$ cat src/rtl/vga_pkg.sv
// Shared definitions for the VGA framebuffer write scheduler.
//   color_t      : 2-bit pixel codes
//   Default*     : default frame geometry and coordinate widths
//   fill_state_e : states of the fill sequencer
package vga_pkg;

  typedef enum logic [1:0] {
    BLACK = 2'd0,
    WHITE = 2'd1,
    BLUE  = 2'd2,
    GREEN = 2'd3
  } color_t;

  localparam int unsigned DefaultHd    = 1280;
  localparam int unsigned DefaultVd    = 1024;
  localparam int unsigned DefaultXBits = 11;
  localparam int unsigned DefaultYBits = 11;

  typedef enum logic [1:0] {
    StIdle = 2'd0,
    StFill = 2'd1,
    StDone = 2'd2
  } fill_state_e;

endpackage

$ cat src/rtl/vga_rr_arbiter.sv
// Round-robin arbiter with an internal last-grant pointer.
//   clk_i, arst_i : clock, asynchronous active-high reset
//   valid_i       : request vector (already masked by the caller when arbitration is off)
//   advance_i     : a grant was taken this cycle; move the pointer to the granted index
//   grant_o       : one-hot grant, search starts at (last_grant + 1) mod N_REQ
module vga_rr_arbiter #(
  parameter int unsigned N_REQ = 2
) (
  input  logic             clk_i,
  input  logic             arst_i,
  input  logic [N_REQ-1:0] valid_i,
  input  logic             advance_i,
  output logic [N_REQ-1:0] grant_o
);

  localparam int unsigned IdxW = (N_REQ > 1) ? $clog2(N_REQ) : 1;

  logic [IdxW-1:0] ptr_q;
  logic [IdxW-1:0] grant_idx;

  always_comb begin
    logic            found;
    int unsigned     idx;
    logic [IdxW-1:0] idx_w;
    grant_o   = '0;
    grant_idx = ptr_q;
    found     = 1'b0;
    for (int unsigned i = 1; i <= N_REQ; i++) begin
      idx   = (32'(ptr_q) + i) % N_REQ;
      idx_w = IdxW'(idx);
      if (!found && valid_i[idx_w]) begin
        found          = 1'b1;
        grant_o[idx_w] = 1'b1;
        grant_idx      = idx_w;
      end
    end
  end

  always_ff @(posedge clk_i or posedge arst_i) begin
    if (arst_i) begin
      ptr_q <= '0;
    end else if (advance_i) begin
      ptr_q <= grant_idx;
    end
  end

endmodule

$ cat src/rtl/vga_fb_write_sched.sv
// Write-port scheduler for the VGA framebuffer: round-robin sharing of the single
// write port between N_REQ pixel requesters, plus a full-frame fill sequencer.
//   clk_i, arst_i             : pixel clock, asynchronous active-high reset
//   req_valid_i/req_ready_o   : per-requester handshake (ready is one-hot or zero)
//   req_x_i/req_y_i/req_color_i : packed per-requester coordinates and pixel codes
//   fill_start_i/fill_color_i : start a frame fill with the given colour
//   fill_busy_o/fill_done_o   : fill in progress / one-cycle completion pulse
//   vblank_i                  : vertical blanking, only used with VGA_FB_VBLANK_ONLY_EN
//   fb_we_o/fb_x_o/fb_y_o/fb_color_o : registered framebuffer write port
//   drop_o                    : accepted request was out of range and discarded
// Build option: define VGA_FB_VBLANK_ONLY_EN to restrict all writes to vertical blanking.
module vga_fb_write_sched
  import vga_pkg::*;
#(
  parameter int unsigned HD      = DefaultHd,
  parameter int unsigned VD      = DefaultVd,
  parameter int unsigned X_BITS  = DefaultXBits,
  parameter int unsigned Y_BITS  = DefaultYBits,
  parameter int unsigned COLOR_W = 2,
  parameter int unsigned N_REQ   = 2
) (
  input  logic                     clk_i,
  input  logic                     arst_i,
  input  logic [N_REQ-1:0]         req_valid_i,
  output logic [N_REQ-1:0]         req_ready_o,
  input  logic [N_REQ*X_BITS-1:0]  req_x_i,
  input  logic [N_REQ*Y_BITS-1:0]  req_y_i,
  input  logic [N_REQ*COLOR_W-1:0] req_color_i,
  input  logic                     fill_start_i,
  input  logic [COLOR_W-1:0]       fill_color_i,
  output logic                     fill_busy_o,
  output logic                     fill_done_o,
  input  logic                     vblank_i,
  output logic                     fb_we_o,
  output logic [X_BITS-1:0]        fb_x_o,
  output logic [Y_BITS-1:0]        fb_y_o,
  output logic [COLOR_W-1:0]       fb_color_o,
  output logic                     drop_o
);

  localparam logic [X_BITS-1:0] XLast = X_BITS'(HD - 1);
  localparam logic [Y_BITS-1:0] YLast = Y_BITS'(VD - 1);

  fill_state_e state_q, state_d;

  // The write-address registers double as the fill sweep counters.
  logic               fb_we_q, fb_we_d;
  logic [X_BITS-1:0]  fb_x_q, fb_x_d;
  logic [Y_BITS-1:0]  fb_y_q, fb_y_d;
  logic [COLOR_W-1:0] fb_color_q, fb_color_d;
  logic               drop_q, drop_d;

  logic               arb_en;
  logic               fill_step;
  logic [N_REQ-1:0]   grant;
  logic               xfer;
  logic [X_BITS-1:0]  sel_x;
  logic [Y_BITS-1:0]  sel_y;
  logic [COLOR_W-1:0] sel_color;
  logic               in_range;

`ifdef VGA_FB_VBLANK_ONLY_EN
  assign arb_en    = (state_q == StIdle) && !fill_start_i && vblank_i;
  assign fill_step = vblank_i;
  // Fill keeps we registered high; blanking gates the actual strobe.
  assign fb_we_o   = fb_we_q && ((state_q != StFill) || vblank_i);
`else
  logic unused_vblank;
  assign unused_vblank = vblank_i;
  assign arb_en        = (state_q == StIdle) && !fill_start_i;
  assign fill_step     = 1'b1;
  assign fb_we_o       = fb_we_q;
`endif

  vga_rr_arbiter #(
    .N_REQ (N_REQ)
  ) u_arbiter (
    .clk_i     (clk_i),
    .arst_i    (arst_i),
    .valid_i   (req_valid_i & {N_REQ{arb_en}}),
    .advance_i (xfer),
    .grant_o   (grant)
  );

  assign req_ready_o = grant;
  assign xfer        = |(req_valid_i & grant);

  always_comb begin
    sel_x     = '0;
    sel_y     = '0;
    sel_color = '0;
    for (int unsigned k = 0; k < N_REQ; k++) begin
      if (grant[k]) begin
        sel_x     = req_x_i[k*X_BITS +: X_BITS];
        sel_y     = req_y_i[k*Y_BITS +: Y_BITS];
        sel_color = req_color_i[k*COLOR_W +: COLOR_W];
      end
    end
  end

  assign in_range = (32'(sel_x) < HD) && (32'(sel_y) < VD);

  always_comb begin
    state_d    = state_q;
    fb_we_d    = 1'b0;
    fb_x_d     = fb_x_q;
    fb_y_d     = fb_y_q;
    fb_color_d = fb_color_q;
    drop_d     = 1'b0;
    unique case (state_q)
      StIdle: begin
        if (fill_start_i) begin
          state_d    = StFill;
          fb_we_d    = 1'b1;
          fb_x_d     = '0;
          fb_y_d     = '0;
          fb_color_d = fill_color_i;
        end else if (xfer) begin
          fb_x_d     = sel_x;
          fb_y_d     = sel_y;
          fb_color_d = sel_color;
          fb_we_d    = in_range;
          drop_d     = !in_range;
        end
      end
      StFill: begin
        fb_we_d = 1'b1;
        if (fill_step) begin
          if (fb_x_q == XLast) begin
            fb_x_d = '0;
            if (fb_y_q == YLast) begin
              state_d = StDone;
              fb_we_d = 1'b0;
              fb_y_d  = '0;
            end else begin
              fb_y_d = fb_y_q + 1'b1;
            end
          end else begin
            fb_x_d = fb_x_q + 1'b1;
          end
        end
      end
      StDone:  state_d = StIdle;
      default: state_d = StIdle;
    endcase
  end

  always_ff @(posedge clk_i or posedge arst_i) begin
    if (arst_i) begin
      state_q    <= StIdle;
      fb_we_q    <= 1'b0;
      fb_x_q     <= '0;
      fb_y_q     <= '0;
      fb_color_q <= '0;
      drop_q     <= 1'b0;
    end else begin
      state_q    <= state_d;
      fb_we_q    <= fb_we_d;
      fb_x_q     <= fb_x_d;
      fb_y_q     <= fb_y_d;
      fb_color_q <= fb_color_d;
      drop_q     <= drop_d;
    end
  end

  assign fb_x_o      = fb_x_q;
  assign fb_y_o      = fb_y_q;
  assign fb_color_o  = fb_color_q;
  assign drop_o      = drop_q;
  assign fill_busy_o = (state_q == StFill);
  assign fill_done_o = (state_q == StDone);

endmodule

$ cat config.mk
export PLATFORM = sky130hd
export DESIGN_NAME = vga_fb_write_sched
export DESIGN_NICKNAME = d
export VERILOG_FILES = /design/src/rtl/vga_pkg.sv /design/src/rtl/vga_rr_arbiter.sv /design/src/rtl/vga_fb_write_sched.sv
export SDC_FILE = /design/constraint.sdc
export NUM_CORES = 1
export LEC_CHECK = 0
export ABC_AREA = 1
export BUFFER_PORTS_ARGS = -buffer_cell sky130_fd_sc_hd__buf_2
export CORE_ASPECT_RATIO = 0.8
export CORE_MARGIN = 2
export CORE_UTILIZATION = 40
export DETAILED_ROUTE_END_ITERATION = 10
export GPL_ROUTABILITY_DRIVEN = 1
export PLACE_DENSITY = 0.69
export SLEW_MARGIN = 20
export SYNTH_ARGS = -nofsm -noshare
export SYNTH_HDL_FRONTEND = slang
export SYNTH_SLANG_ARGS = --single-unit
$ cat constraint.sdc
create_clock -name clk_i -period 3.45 [get_ports clk_i]
set_clock_uncertainty 0.1 [all_clocks]
set_input_delay 0.69 -clock clk_i [delete_from_list [all_inputs] [get_ports clk_i]]
set_output_delay 0.69 -clock clk_i [all_outputs]
set_load 0.1 [all_outputs]
Word level (Yosys, flattened, before mapping)
Cells that the tools add are included.
W data, S select, Z words.
Operators by class
  $lt $le $gt $ge: 6
  bitwise logic cells: 3
  $add $sub $neg: 4
  reduce and logical (&&, ||, !) cells: 18
  multiplexer cells: 42
  eq/ne operators: 8
Operators by type and width (number)
  $mux W11: 11
  $pmux W11 S2: 2
  $add A11 B1 Y11 const B: 2
  $lt A11 B11 Y1 const B: 2
  $mux W2: 9
  $mux W1: 16
  $eq A11 B10 Y1 const B: 1
  $eq A11 B11 Y1 const B: 1
  $reduce_and A2 Y1: 3
  $reduce_and A3 Y1: 2
  $reduce_bool A2 Y1: 3
  $logic_and A1 B1 Y1: 5
  $and A2 B2 Y2: 2
  $lt A1 B2 Y1 const B: 2
  $ne A2 B1 Y1 const B: 2
  $pmux W2 S2: 1
  $logic_not A1 Y1: 3
  $ne A3 B2 Y1 const B: 1
  $add A1 B1 Y1 const B: 2
  $demux W1 S1: 2
  $eq A2 B1 Y1 const B: 1
  $eq A2 B2 Y1 const B: 1
  $ge A1 B1 Y1 const B: 2
  $logic_not A2 Y1: 1
  other kinds (4): 4
Storage, ports and cells
  bits in registers: 29
  bits of input ports: 56
  output and inout bits: 30
  logic and storage cells: 88

Longest topological paths before layout
  depth in word-level cells: 17
  gate-level depth with buffers: 10

Cells and area by module
From an unflattened synthesis, not the netlist that was laid out.
Second synthesis, totals
  cell total of the unflattened synthesis: 349
  area total of the unflattened synthesis: 2219.6 sq um
Modules (own cells, without submodules)
  vga_fb_write_sched: times used 1, sequential area each 700.7 sq um, cells an instance 340, area each 2155.8 sq um
  vga_rr_arbiter: times used 1, sequential area each 25.0 sq um, cells an instance 9, area each 63.8 sq um

Worst setup path before layout
Ideal clock, no wire load.
  path type: input-to-output
  start: input fill_start_i
  end: output req_ready_o[1]
  path slack: 0.625 ns
  data arrival time: 2.035 ns
  stages: 4
  buffers on the path: 1
  data required time: 2.660 ns
  cell sequence: inv_1 -> nand4_1 -> inv_1 -> clkbuf_1
On the way
  cells in the longest elaborated chain, start to end: 9
  elaborated cells on any way between the ends: 13
  classes of those cells: mux: 7; bitwise: 2; reduce/logical: 4
RTL lines
  start: declaration: RTL line vga_fb_write_sched.sv:29  | input logic fill_start_i,
  $logic_not A1 Y1 *: RTL line vga_fb_write_sched.sv:70  | assign arb_en = (state_q == StIdle) && !fill_start_i;
  $logic_and A1 B1 Y1 *: RTL line vga_fb_write_sched.sv:70
  $and A2 B2 Y2 *: RTL line vga_fb_write_sched.sv:80  | .valid_i (req_valid_i & {N_REQ{arb_en}}),
  $mux W1 (not written as such) (2 in series): RTL line vga_rr_arbiter.sv:31  | if (!found && valid_i[idx_w]) begin
  $mux W1: RTL line vga_rr_arbiter.sv:31
  $logic_not A1 Y1: RTL line vga_rr_arbiter.sv:31
  $logic_and A1 B1 Y1: RTL line vga_rr_arbiter.sv:31
  $mux W2 *: RTL line vga_rr_arbiter.sv:31
  end: declaration: RTL line vga_fb_write_sched.sv:25  | output logic [N_REQ-1:0] req_ready_o,
Mark *: on every way between the ends. The rest lies on a longest branch, timed or not. The select of a mux whose other input is x is not followed.

Worst setup path after layout
Ends and elaborated chain as after synthesis.

==> summary.txt <==
======================================================================================
Dominant delay contributor by cell family on the critical path            buffers and inverters
Pin count of the biggest net entering global routing                                30
Final nets                                                                         428
Synth Register Bits                                                                 29
Data required time at the worst endpoint                                       2.66 ns
Post-synthesis area per instance                                             6.985 µm²
Final clock period utilization by the worst path                                0.6947
Worst flop-to-flop path startpoint                                           fb_x_o[0]
Placeable core region                                                         4679 µm²
Reg power frac                                                                   0.505
Switching fraction of total power                                               0.2486
Mapped cell area                                                              1977 µm²
First drt pass iteration count                                                       6
Insertion delay of the later-clocked pin in the worst-skew pair                0.28 ns
Clock slew at the register clock pins of the worst setup and hold paths        0.06 ns
Startpoint of the most critical setup path                                fill_start_i
Number of different library cells in the post-synthesis netlist                     30
Leak pwr                                                                      1.332 nW
Area fraction of the dominant cell type after synthesis                         0.3671
Via count of the first global-routing pass                                        2089
Total wire length                                                             5.678 mm
Placement Setup Slack                                                         1.035 ns
DP HPWL                                                                       4.403 mm
Initial drt markers                                                                214
Final-layout setup total negative slack                                           0 ns
Setup slack after layout                                                      1.053 ns
Initial antenna violation count                                                      0
Most used standard cell by instance count after synthesis                 sky130_fd_sc_hd__nand2_1
Quantity of I/O buffers inserted on ports                                           84
Remaining number of nets flagged by the antenna check after routing                  0
Global-route congestion overflow total                                               0
Post-synthesis cell type with the largest combined area                   sky130_fd_sc_hd__dfrtp_1
Max capacitance violation total                                                      0
Setup repair after global routing missed its margin                                 no
Post-route design area                                                        2549 µm²
Number of DRC violations after detailed routing                                      0
Switching Power                                                            0.0001692 W
Filler cells                                                                       505
Post-synth EDFFs                                                                     0
Post-route non-filler standard cell count                                          431
Number of nets produced by synthesis                                               341
Kind of critical path                                                        in -> out
Number of buffers inserted to repair setup after CTS                                 0
Worst Path Arrival                                                             1.61 ns
All-Layer GR Usage                                                              0.2325
Tmin final                                                                    2.397 ns
Relative contribution of the clock network to total power                        0.406
Fraction of the core area covered by cells at the end of the flow               0.5447
Buf/Inv on CP                                                                        4
Worst-path fanout max                                                                4
Area growth from synthesis to layout                                            28.92%
Effective utilization at floorplan                                              0.4225
H-tree Lvls                                                                          2
Die height                                                                    66.88 µm
Number of hold-repair buffers added at the cts stage                                 0
Cell at the slowest stage of the critical path                            sky130_fd_sc_hd__buf_2
Count of clock tree sinks                                                           29
Mean routed wirelength per cell                                               13.17 µm
Slew of the pin with the lowest slew margin                                  0.5447 ns
Final Hold Viols                                                                     0
CP Cell Sequence                                                          buf_2 > inv_1 > nand4_1 > inv_1 > buf_2
Cell count after synthesis                                                         283
Top cell types by occurrence after synthesis                              sky130_fd_sc_hd__nand2_1 (95), sky130_fd_sc_hd__dfrtp_1 (29), sky130_fd_sc_hd__inv_1 (28), sky130_fd_sc_hd__nand3_1 (28), sky130_fd_sc_hd__nor2_1 (26)
Post-place instance area                                                      2469 µm²
Number of resized instances in the post-cts repair step                              0
Largest incremental delay on the critical path                                 0.43 ns
Cell at the root of the clock tree                                        sky130_fd_sc_hd__clkbuf_8
Std cell rows                                                                       22
Run status                                                                   completed
Number of endpoints failing setup at the final stage                                 0
Fraction of the yosys area taken by sequential cells                            0.3671
Maximum resistive drop on vdd                                                0.2130 mV
Max clock buf depth                                                                  2
Number of warning messages in the yosys log                                          0
CP startpoint kind                                                          input port
Top cells by area, synth                                                  sky130_fd_sc_hd__dfrtp_1 (37%), sky130_fd_sc_hd__nand2_1 (18%), sky130_fd_sc_hd__nand3_1 (7.1%)
Die width                                                                     82.60 µm
Combinational share of power                                                     0.089
Antenna diodes                                                                       0
Proportion of layout cells with a drive suffix above 1                          0.2857
Nature of the critical path endpoint                                        output pin
Internal                                                                   0.0005113 W
Vias per cell                                                                    5.063
Total instance count after detailed placement                                      423
Most frequently used flop master after synthesis                          sky130_fd_sc_hd__dfrtp_1
Clock buffer count from CTS                                                          5
Relative slew slack                                                             0.6352
Number of ports placed on the die boundary                                          86
Vias                                                                              2182
Power Density                                                             267.0 nW/µm²
Max-slew violations                                                                  0
Ys async rst share                                                               1.000
Die area                                                                      5524 µm²
Global placer's final weighted congestion                                       0.8638
Maximum achievable frequency                                                0.4172 GHz
Classification of the worst-slack hold path                                in -> async
TritonCTS clock tree                                                              done
First-pass GRT wire length                                                    9.742 mm
======================================================================================
final timing paths:
kind / endpoint / cells after the start / slack (ns)
max in group asynchronous: fb_color_o[1] / 3 / 2.59
worst max-delay path: req_ready_o[1] / 5 / 1.05
worst min-delay path: fb_y_o[4] / 3 / 0.37
worst max register to register: fb_y_o[10] / 10 / 1.42
worst min register to register: fb_y_o[10] / 2 / 0.43
min in group clk_i: fb_y_o[10] / 2 / 0.43
cells in the final DEF, fill, tap and decap left out, types with 5 or more instances in the layout:
cell,count
sky130_fd_sc_hd__nand2_1,95
sky130_fd_sc_hd__o21ai_0,5
sky130_fd_sc_hd__nand4_1,5
sky130_fd_sc_hd__nor2_1,25
sky130_fd_sc_hd__clkbuf_8,5
sky130_fd_sc_hd__a22oi_1,12
sky130_fd_sc_hd__nor3_1,8
sky130_fd_sc_hd__nand3_1,28
sky130_fd_sc_hd__inv_1,28
sky130_fd_sc_hd__buf_2,83
sky130_fd_sc_hd__o211ai_1,5
sky130_fd_sc_hd__xor2_1,5
sky130_fd_sc_hd__dfrtp_1,29
registers in the layout, summed over array words and instances, names as in the netlist:
name	count
drop_o	1
fb_color_o	2
fb_we_o	1
fb_x_o	11
fb_y_o	11
state_q	2
u_arbiter.ptr_q	1
logic make-up (layout without fill, tap and decap cells):
| family | Yosys count | count (layout) | synth area share |
|---|---|---|---|
| buf+inv | 37 | 125 | 0.08355 |
| compound gates | 37 | 37 | 0.1317 |
| flops | 29 | 29 | 0.3671 |
| fa+ha+maj | 2 | 2 | 0.01266 |
| simple gates | 172 | 172 | 0.3785 |
| xor+xnor | 6 | 6 | 0.02658 |
worst min-delay path, delay by kind of cell:
kind	cells	cell delay, ns
buffers and inverters	3	0.47
stage by stage:
stage / hold slack [ns] / total power [W]
CTS: 0.3918 / 0.0006851
floorplan: 0.3799 / 0.0003743
global placement: 0.4060 / 0.0004103
global route: 0.4278 / 0.0007150
finish: 0.3719 / 0.0006805
detailed placement: 0.4171 / 0.0004118
routing by layer:
layer,vias up,global-route usage,share of wire
li1,1103,-,-
met1,997,0.3331,0.48
met2,78,0.3569,0.44
met3,4,0.04878,0.065
met4,0,0.05328,0.0063
met5,-,0,0
power groups by stage:
| stage | Clock (W) | Sequential [W] | Combinational (W) |
|---|---|---|---|
| 2_1_floorplan | 0 | 0.000364 | 0.0000107 |
| 3_3_place_gp | 0 | 0.000350 | 0.0000601 |
| 3_5_place_dp | 0 | 0.000350 | 0.0000616 |
| 4_1_cts | 0.000279 | 0.000344 | 0.0000616 |
| 5_1_grt | 0.000304 | 0.000344 | 0.0000673 |
| 6_report | 0.000276 | 0.000344 | 0.0000606 |
layout make-up:
cell class              count  area [µm²]  share of cell area
clock buffers               8       80.08             0.03142
inverters                  29       113.9             0.04467
multi-input cells         217        1089              0.4271
flip-flops and latches     29       725.7              0.2847
well taps                  60       75.07             0.02946
repair buffers             88       465.4              0.1826
(Power assumes the default switching activity.)
